===== config.mk =====
export PLATFORM = sky130hd
export DESIGN_NAME = fetch_unit
export DESIGN_NICKNAME = d
export VERILOG_FILES = /design/src/rtl/fetch_unit.sv
export SDC_FILE = /design/constraint.sdc
export NUM_CORES = 1
export LEC_CHECK = 0
export BUFFER_PORTS_ARGS = -buffer_cell sky130_fd_sc_hd__buf_2
export CORE_MARGIN = 2
export CORE_UTILIZATION = 40
export CTS_CLUSTER_SIZE = 28
export DETAILED_ROUTE_END_ITERATION = 8
export MAX_ROUTING_LAYER = met4
export PLACE_DENSITY_LB_ADDON = 0.3
export SKIP_CTS_REPAIR_TIMING = 1
export SLEW_MARGIN = 20
export SYNTH_ARGS = -nofsm -noshare
export SYNTH_HDL_FRONTEND = slang
export SYNTH_SLANG_ARGS = --single-unit

===== constraint.sdc =====
create_clock -name clk -period 6.7 [get_ports clk]
set_clock_uncertainty 0.2 [all_clocks]
set_input_delay 0 -clock clk [delete_from_list [all_inputs] [get_ports clk]]
set_output_delay 0 -clock clk [all_outputs]
set_load 0.02 [all_outputs]

===== src/rtl/fetch_unit.sv =====
// Instruction fetch/branch unit: holds PC and IR, decodes instruction fields,
// resolves conditional branches and BX targets, and counts retired fetches.
module fetch_unit #(
  parameter int unsigned PC_W = 8
) (
  input  logic            clk,
  input  logic            reset,
  input  logic            loadir,
  input  logic            incp,
  input  logic            execb,
  input  logic            tsel,
  input  logic            msel,
  input  logic [1:0]      nsel,
  input  logic [15:0]     mdata,
  input  logic [PC_W-1:0] ra,
  input  logic [PC_W-1:0] c_addr,
  input  logic [2:0]      status,
  output logic [15:0]     ir,
  output logic [2:0]      opcode,
  output logic [1:0]      op,
  output logic [2:0]      regnum,
  output logic [15:0]     sximm8,
  output logic [15:0]     sximm5,
  output logic [1:0]      shift,
  output logic [PC_W-1:0] pc,
  output logic [PC_W-1:0] pc_next_seq,
  output logic [PC_W-1:0] mem_addr,
  output logic            taken,
  output logic [15:0]     retired
);

  logic            flag_z;
  logic            flag_n;
  logic            flag_v;
  logic            cond;
  logic            branch_applied;
  logic [PC_W-1:0] br_target;
  logic [PC_W-1:0] pc_d;

  assign {flag_z, flag_n, flag_v} = status;

  // Instruction field decode
  assign opcode = ir[15:13];
  assign op     = ir[12:11];
  assign shift  = ir[4:3];
  assign sximm8 = {{8{ir[7]}}, ir[7:0]};
  assign sximm5 = {{11{ir[4]}}, ir[4:0]};

  always_comb begin
    regnum = 3'b000;
    case (nsel)
      2'b00:   regnum = ir[10:8];
      2'b01:   regnum = ir[7:5];
      2'b10:   regnum = ir[2:0];
      default: regnum = 3'b000;
    endcase
  end

  assign pc_next_seq = pc + PC_W'(1);
  assign mem_addr    = msel ? c_addr : pc;

  // Branch condition; opcodes other than B<cc> and BL never branch via tsel
  always_comb begin
    cond = 1'b0;
    if (opcode == 3'b001) begin
      case (ir[10:8])
        3'b000:  cond = 1'b1;
        3'b001:  cond = flag_z;
        3'b010:  cond = ~flag_z;
        3'b011:  cond = flag_n ^ flag_v;
        3'b100:  cond = (flag_n ^ flag_v) | flag_z;
        default: cond = 1'b0;
      endcase
    end else if (opcode == 3'b010) begin
      cond = 1'b1;
    end
  end

  assign br_target      = pc + PC_W'({{PC_W{ir[7]}}, ir[7:0]});
  assign branch_applied = execb & (~tsel | cond);

  // Next PC: a branch/BX strobe overrides the sequential increment
  always_comb begin
    pc_d = pc;
    if (execb) begin
      if (branch_applied) pc_d = tsel ? br_target : ra;
    end else if (incp) begin
      pc_d = pc_next_seq;
    end
  end

  always_ff @(posedge clk or negedge reset) begin
    if (!reset) begin
      pc    <= '0;
      taken <= 1'b0;
    end else begin
      pc <= pc_d;
      if (execb) taken <= branch_applied;
    end
  end

  // IR load and saturating retired-instruction counter
  always_ff @(posedge clk or negedge reset) begin
    if (!reset) begin
      ir      <= 16'h0000;
      retired <= 16'h0000;
    end else if (loadir) begin
      ir <= mdata;
      if (retired != 16'hFFFF) retired <= retired + 16'd1;
    end
  end

endmodule


==> flow_metrics.tcl, run 1 <==
set metrics [dict create \
    antenna_found_initial 0 \
    cts_buffers 5 \
    cp_cell_sequence "nor2b_1 > o21bai_1 > o32ai_1 > a31o_1 > a221oi_1 > dlygate4sd3_1" \
    endpoint_kind "flop" \
    synth_top_area_share 0.3644 \
    wl_um 7201 \
    fin_crit_ns 2.696 \
    power_density_mw_per_mm2 303.2 \
    failed_checks "hold timing" \
    worstPathRequired_ns 6.68 \
    max_slew.worst_pin.slew_ns 0.9263 \
    io_pins 143 \
    synth-seq-area-share 0.3644 \
    dpl_cell_area_sq_mm 0.003318 \
    fin_area_sq_mm 0.003680 \
    die_w_um 87.89 \
    hold_path_class "in -> reg" \
    drv_cap 0 \
    fp-row-count 30 \
    syn-num-nets 347 \
    grt_max_degree 42 \
    fin_crit_sh 0.4023 \
    cp_slowest_cell "dlygate4sd3_1" \
    overflow 0 \
    ys_top_cells_by_count "dfrtp_1 (41), buf_4 (40), mux2_2 (21), nand2_1 (21), xnor2_1 (21)" \
    syn_area_sq_mm 0.002815 \
    drtAntennaViolNets 0 \
    ys_async_sr_fraction 1.000 \
    grt_setup_unrepaired "no" \
    place.gp.congestion 0.9552 \
    power_w 0.001116 \
    synth.most_common_cell "dfrtp_1" \
    start_util 0.4144 \
    clock_latency_ns 0.30 \
    yosysTopAreaCell "dfrtp_1" \
    setup_violations 0 \
    cts_tree "yes" \
    clockBufferDepth 2 \
    slowest_delay_ns 0.58 \
    fin_hold_ws_ns -0.03548 \
    yosysWarnings 0 \
    grt_pass1_wl_um 10710 \
    syn_inst 293 \
    timing.fmax_mhz 371.0 \
    cts.sinks 41 \
    p_leak_nw 1.808 \
    die_area_sq_mm 0.007725 \
    core_sq_mm 0.006794 \
    cts-root-buf "clkbuf_8" \
    ir_drop_mv 0.1801 \
    first_iter_violations 73 \
    route.detailed.drc 0 \
    synth.ff_latch_count 41 \
    finalHoldViolCount 3 \
    drv_slew 0 \
    grt_pass1_vias 2167 \
    cts.clk_slew.worst_paths_ns 0.08 \
    relSlewSlack 0.3824 \
    drive_above_1_share 0.4157 \
    drt_first_pass_iters 4 \
    port_buffers 142 \
    diodes 0 \
    finalNonFillerCells 517 \
    cts_max_level 2 \
    setup_tns_ns 0 \
    synth_edf_count 0 \
    hpwl_um 5198 \
    vias 2566 \
    crit_type "reg -> reg" \
    synth_area_leaders "dfrtp_1 (36%), buf_4 (11%), mux2_2 (8.4%)" \
    place_inst 484 \
    startpoint_type "flop" \
    synth_ff_type "dfrtp_1" \
    status "finished, violations left" \
    arrival_ns 2.68 \
    fin_nets 474 \
    syn_avg_cell_area_sq_um 9.608 \
    routed_via_density 4.963 \
    wl_per_cell_um 13.93 \
    synthToLayoutAreaGrowth_pct 30.71 \
    nFillCells 634 \
    netlist-cell-type-count 46 \
    die_y_um 87.89 \
    path_max_fanout 13 \
    gr-usage-all-layers 0.1866 \
]
==> cell type report <==
class | count | area, sq um | area share
Clock buffer | 6 | 72.57 | 0.01972
Clock inverter | 2 | 38.79 | 0.01054
Inverter | 11 | 41.29 | 0.01122
Multi-Input combinational cell | 194 | 1420 | 0.3859
Sequential cell | 41 | 1026 | 0.2788
Tap cell | 96 | 120.1 | 0.03264
Timing Repair Buffer | 167 | 960.9 | 0.2611
==> metrics by stage <==
stage	setup WS, ns	utilization
CTS	4.272	0.5048
floorplan	4.383	-
global route	3.731	0.5416
finish	4.004	0.5416
global placement	4.355	0.4884
detailed placement	4.292	0.4884
==> worst paths after layout <==
check                            from  slack, ns  cells past startpoint          end
max                            ir[14]       4.00                      6        pc[0]
min                             execb      -0.04                      3        pc[1]
max reg2reg                    ir[14]       4.00                      6        pc[0]
min reg2reg                retired[4]       0.30                      1   retired[4]
max in group asynchronous       reset       5.54                      2  retired[15]
min in group asynchronous       reset       0.18                      2        pc[5]
==> critical path, delay by kind of cell, from the launching register on <==
family                 cells  cell delay, ns
AO/OA/AOI/OAI              4            1.21
buffers and inverters      1            0.58
flip-flops                 1            0.42
AND/OR/NAND/NOR            1            0.16
==> power breakdown <==
| group | switching (W) | total (W) | internal, W |
|---|---|---|---|
| logic | 0.000316 | 0.000537 | 0.000221 |
| clock network | 0.0000902 | 0.000202 | 0.000112 |
| registers | 0.0000835 | 0.000376 | 0.000293 |
==> state kept, by name (all words and copies together), names as in the netlist <==
name     cells
pc           8
taken        1
ir          16
retired     16
==> kinds of logic after synthesis <==
family                   Yosys count  synth area share
AO/OA/AOI/OAI                     55            0.1329
XOR/XNOR                          25           0.07778
multiplexers                      27            0.1058
adder cells (fa/ha/maj)           10           0.04711
flip-flops                        41            0.3644
buffers and inverters             58            0.1311
AND/OR/NAND/NOR                   77            0.1409
==> routing by layer <==
layer	track usage	vias to the layer above	share of wire	wire, um
met5	-	-	0	0
met4	0.05175	0	0.019	135
met3	0.05561	14	0.078	563
met2	0.2906	113	0.47	3412
met1	0.2362	1183	0.43	3090
li1	-	1256	-	-
==> cells in the final DEF (no fill, tap or decap), types with 5 or more instances in the layout <==
| master | instances |
|---|---|
| a21oi_1 | 7 |
| mux2_2 | 21 |
| nor2b_1 | 8 |
| ha_1 | 9 |
| buf_2 | 142 |
| nor2_1 | 13 |
| dfrtp_1 | 41 |
| o21ai_0 | 16 |
| xnor2_1 | 21 |
| mux2i_1 | 5 |
| nand2_1 | 21 |
| nand4_1 | 7 |
| dlygate4sd3_1 | 25 |
| nor3_1 | 5 |
| nand3_1 | 9 |
| inv_1 | 11 |
| clkbuf_8 | 5 |
Power figures use the tool's default switching activity.
==> run 2: changes to the inputs <==
==> constraint.sdc (replaced) <==
create_clock -name clk -period 2.6 [get_ports clk]
set_clock_uncertainty 0.2 [all_clocks]
set_input_delay 0 -clock clk [delete_from_list [all_inputs] [get_ports clk]]
set_output_delay 0 -clock clk [all_outputs]
set_load 0.02 [all_outputs]
==> flow_metrics.tcl, run 2 (same netlist as run 1, synthesis figures left out) <==
set metrics [dict create \
    layout_common_cells "buf_2 (142), dfrtp_1 (41), dlygate4sd3_1 (26)" \
    cts.clk_slew.worst_paths_ns 0.09 \
    fin_crit_ns 2.322 \
    place.gp.congestion 0.8536 \
    grt_pass1_wl_um 11460 \
    grt_setup_unrepaired "no" \
    vias 2656 \
    antenna_found_initial 0 \
    clockBufferDepth 2 \
    failed_checks "hold timing" \
    pre_cts_slack_ns 0.2720 \
    fin_ws_ns 0.2778 \
    relSlewSlack 0.6479 \
    endpoint_kind "flop" \
    grt_max_degree 42 \
    cts_max_level 2 \
    gr-usage-all-layers 0.1956 \
    cts.sinks 41 \
    diodes 0 \
    cts_buffers 5 \
    drive_above_1_share 0.4252 \
    drv_cap 0 \
    drv_slew 0 \
    wl_per_cell_um 14.73 \
    startpoint_type "flop" \
    status "finished, violations left" \
    path_max_fanout 6 \
    overflow 0 \
    fp-row-count 30 \
    die_area_sq_mm 0.007725 \
    finalHoldViolCount 1 \
    start_util 0.4144 \
    p_leak_nw 1.827 \
    top_regs "ir: 16 flops, retired: 16 flops, pc: 8 flops" \
    final_util 0.5486 \
    synthToLayoutAreaGrowth_pct 32.40 \
    fin_hold_ws_ns -0.03355 \
    final_common_cell "buf_2" \
    core_sq_mm 0.006794 \
    hold_path_class "in -> reg" \
    worstPathRequired_ns 2.57 \
    routed_via_density 5.069 \
    setup_tns_ns 0 \
    clock_latency_ns 0.29 \
    wl_um 7720 \
    drtAntennaViolNets 0 \
    cts_tree "yes" \
    arrival_ns 2.29 \
    ir_drop_mv 0.4470 \
    drt_first_pass_iters 7 \
    die_w_um 87.89 \
    power_density_mw_per_mm2 758.2 \
    crit_type "reg -> reg" \
    fin_nets 481 \
    die_y_um 87.89 \
    nFillCells 633 \
    fin_crit_sh 0.8931 \
    max_slew.worst_pin.slew_ns 0.5264 \
    route.detailed.drc 0 \
    timing.fmax_mhz 430.6 \
    cts-root-buf "clkbuf_8" \
    hpwl_um 5682 \
    io_pins 143 \
    first_iter_violations 81 \
    grt_pass1_vias 2347 \
    port_buffers 142 \
    setup_violations 0 \
]
-- run 2: final timing paths --
check | from | end | slack, ns | depth (start not counted)
max | ir[0] | pc[4] | 0.28 | 9
min in group asynchronous | reset | retired[13] | 0.04 | 3
min reg2reg | retired[10] | retired[10] | 0.30 | 1
max reg2reg | ir[0] | pc[4] | 0.28 | 9
min | ra[5] | pc[5] | -0.03 | 5
max in group asynchronous | reset | taken | 1.22 | 3
-- run 2: power by group --
| group | total (W) | internal (W) | switching [W] |
|---|---|---|---|
| clock network | 0.000429 | 0.000188 | 0.000241 |
| logic | 0.00145 | 0.000593 | 0.000861 |
| registers | 0.000943 | 0.000755 | 0.000188 |
| total | 0.00283 | 0.00154 | 0.00129 |
-- run 2: layer usage --
layer	wire length [um]	share of wire	track usage
met1	3348	0.43	0.2324
met2	3826	0.50	0.3299
met3	434	0.056	0.04524
met4	110	0.014	0.05874
met5	0	0	-
-- run 2: final cells by class --
type	instances	area (sq um)	share of cell area
clock buffers	5	68.82	0.01846
clock inverters	3	22.52	0.006042
inverters	11	41.29	0.01108
multi-input cells	194	1420	0.3810
flip-flops and latches	41	1026	0.2753
well taps	96	120.1	0.03223
repair buffers	174	1028	0.2759
-- run 2: critical path, stage by stage (launching register included) --
cell and delay (ns):
dfrtp_1 0.46, ha_1 0.24, inv_1 0.07, fa_1 0.40, nor2b_1 0.12, o21ai_0 0.11, nor2b_1 0.17, xnor2_1 0.12
a211oi_1 0.24, o31ai_1 0.08
-- run 2: metrics by stage --
step                      hold WS, ns  cells  power (W)  area, sq um
after floorplan               -0.4956    293   0.001956         2815
after global placement       0.004447    489   0.002352         3356
after detailed placement     0.009762    489   0.002376         3356
after CTS                     -0.3186    497   0.002817         3447
after global routing          0.03589    524   0.003024         3727
final                        -0.03355    524   0.002826         3727
==> run 3: changes to the inputs <==
--- a/config.mk
+++ b/config.mk
@@ -7,13 +7,13 @@
 export LEC_CHECK = 0
 export BUFFER_PORTS_ARGS = -buffer_cell sky130_fd_sc_hd__buf_2
 export CORE_MARGIN = 2
-export CORE_UTILIZATION = 40
+export CORE_UTILIZATION = 46
 export CTS_CLUSTER_SIZE = 28
 export DETAILED_ROUTE_END_ITERATION = 8
 export MAX_ROUTING_LAYER = met4
 export PLACE_DENSITY_LB_ADDON = 0.3
 export SKIP_CTS_REPAIR_TIMING = 1
-export SLEW_MARGIN = 20
+export SLEW_MARGIN = 10
 export SYNTH_ARGS = -nofsm -noshare
 export SYNTH_HDL_FRONTEND = slang
 export SYNTH_SLANG_ARGS = --single-unit
==> flow_metrics.tcl, run 3 (same netlist as run 1, synthesis figures left out) <==
set metrics [dict create \
    setup_tns_ns 0 \
    overflow 0 \
    crit_type "reg -> reg" \
    grt_pass1_vias 2278 \
    cts_max_level 2 \
    status "finished, violations left" \
    antenna_found_initial 0 \
    timing.rr.end "pc[6]" \
    drtAntennaViolNets 0 \
    core_sq_mm 0.005921 \
    start_util 0.4755 \
    startpoint_type "flop" \
    hold_path_class "in -> reg" \
    hpwl_um 5302 \
    drv_slew 0 \
    cts.clk_slew.worst_paths_ns 0.09 \
    top_regs "ir: 16 flops, retired: 16 flops, pc: 8 flops" \
    multiInputGateArea_sq_mm 0.001420 \
    max_slew.worst_pin.slew_ns 0.9457 \
    io_pins 143 \
    fin_hold_ws_ns -0.05235 \
    fp-row-count 28 \
    fin_nets 478 \
    vias 2600 \
    grt_setup_unrepaired "no" \
    ir_drop_mv 0.5641 \
    synthToLayoutAreaGrowth_pct 30.89 \
    grt_pass1_wl_um 10940 \
    worst-r2r-cell-count 9 \
    place.gp.congestion 0.8892 \
    wl_per_cell_um 14.47 \
    layout_common_cells "buf_2 (142), dfrtp_1 (41), dlygate4sd3_1 (25)" \
    regArea_sq_mm 0.001026 \
    routed_via_density 5.200 \
    holdPathEnd "pc[5]" \
    port_buffers 142 \
    p_leak_nw 1.831 \
    endpoint_kind "flop" \
    diodes 0 \
    cts_tree "yes" \
    relSlewSlack 0.3695 \
    first_iter_violations 155 \
    finalHoldViolCount 3 \
    drv_cap 0 \
    nFillCells 522 \
    setup_violations 0 \
    drt_first_pass_iters 4 \
    power_density_mw_per_mm2 787.1 \
    fin_area_sq_mm 0.003685 \
    arrival_ns 2.36 \
    route.detailed.drc 0 \
    dpl_cell_area_sq_mm 0.003322 \
    die_area_sq_mm 0.006762 \
    clock_latency_ns 0.30 \
    gr-usage-all-layers 0.2162 \
    fin_crit_sh 0.9213 \
    r2r-start "ir[0]" \
    timing.fmax_mhz 417.5 \
    wl_um 7233 \
    pre_cts_slack_ns 0.2260 \
    cts_buffers 5 \
    grt_max_degree 42 \
    drive_above_1_share 0.4235 \
    rrSetupSlack_ns 0.20 \
    path_max_fanout 6 \
    failed_checks "hold timing" \
    final_common_cell "buf_2" \
    cts-root-buf "clkbuf_8" \
    die_w_um 82.23 \
    min_from "ra[5]" \
    worstPathRequired_ns 2.57 \
    fin_crit_ns 2.395 \
    hold_depth 5 \
    cts.sinks 41 \
    die_y_um 82.23 \
    fin_ws_ns 0.2047 \
    clockBufferDepth 2 \
]
run 3: changes by cell type in the layout (fill, tap and decap cells not counted):
| cell | previous run | this run |
|---|---|---|
| buf_12 | 1 | 0 |
| buf_4 | 5 | 4 |
| bufinv_16 | 0 | 1 |
| clkinv_2 | 0 | 1 |
| clkinvlp_4 | 3 | 0 |
| dlygate4sd3_1 | 26 | 25 |
| inv_6 | 0 | 1 |
run 3: final cells by class:
type                    instances  share of cell area
clock buffers                   5             0.01868
clock inverters                 3             0.01188
inverters                      11             0.01121
multi-input cells             194              0.3854
flip-flops and latches         41              0.2784
well taps                      75             0.02547
repair buffers                171              0.2689
run 3: per-stage QoR:
stage / utilization / hold slack (ns) / cells / power, W
detailed placement: 0.5611 / 0.002761 / 467 / 0.002353
CTS: 0.5801 / -0.3307 / 475 / 0.002885
floorplan: - / -0.4956 / 293 / 0.001956
finish: 0.6224 / -0.05235 / 500 / 0.002900
global placement: 0.5611 / -0.001657 / 467 / 0.002332
global route: 0.6224 / 0.02386 / 500 / 0.003101
run 3: power by group:
group	switching [W]	total, W	internal, W
clock network	0.000236	0.000524	0.000288
registers	0.000204	0.000959	0.000755
logic	0.000836	0.00142	0.000581
run 3: critical path, stage by stage, from the launching register on:
cell	delay, ns
dfrtp_1	0.50
ha_1	0.25
inv_1	0.06
fa_1	0.40
nor2b_1	0.12
o21ai_0	0.12
a21oi_1	0.20
xor2_1	0.09
nor3_1	0.24
nor3_1	0.09
run 3: worst max-delay path by stage:
stage | cells past startpoint | startpoint | slack (ns) | endpoint
after detailed placement | 9 | ir[0] | 0.23 | pc[4]
after global routing | 9 | ir[0] | 0.006 | pc[6]
after global placement | 9 | ir[0] | 0.29 | pc[6]
after floorplan | 7 | ir[4] | 0.28 | pc[7]
final | 9 | ir[0] | 0.20 | pc[6]
after CTS | 9 | ir[0] | 0.19 | pc[4]
run 3: metal layers:
metal  part of all wire  global-route usage  up-vias
met3              0.063             0.03913       12
met2               0.48              0.3452      104
met1               0.44              0.2817     1226
met5                  0                   -        -
li1                   -                   -     1258
met4              0.016             0.06333        0
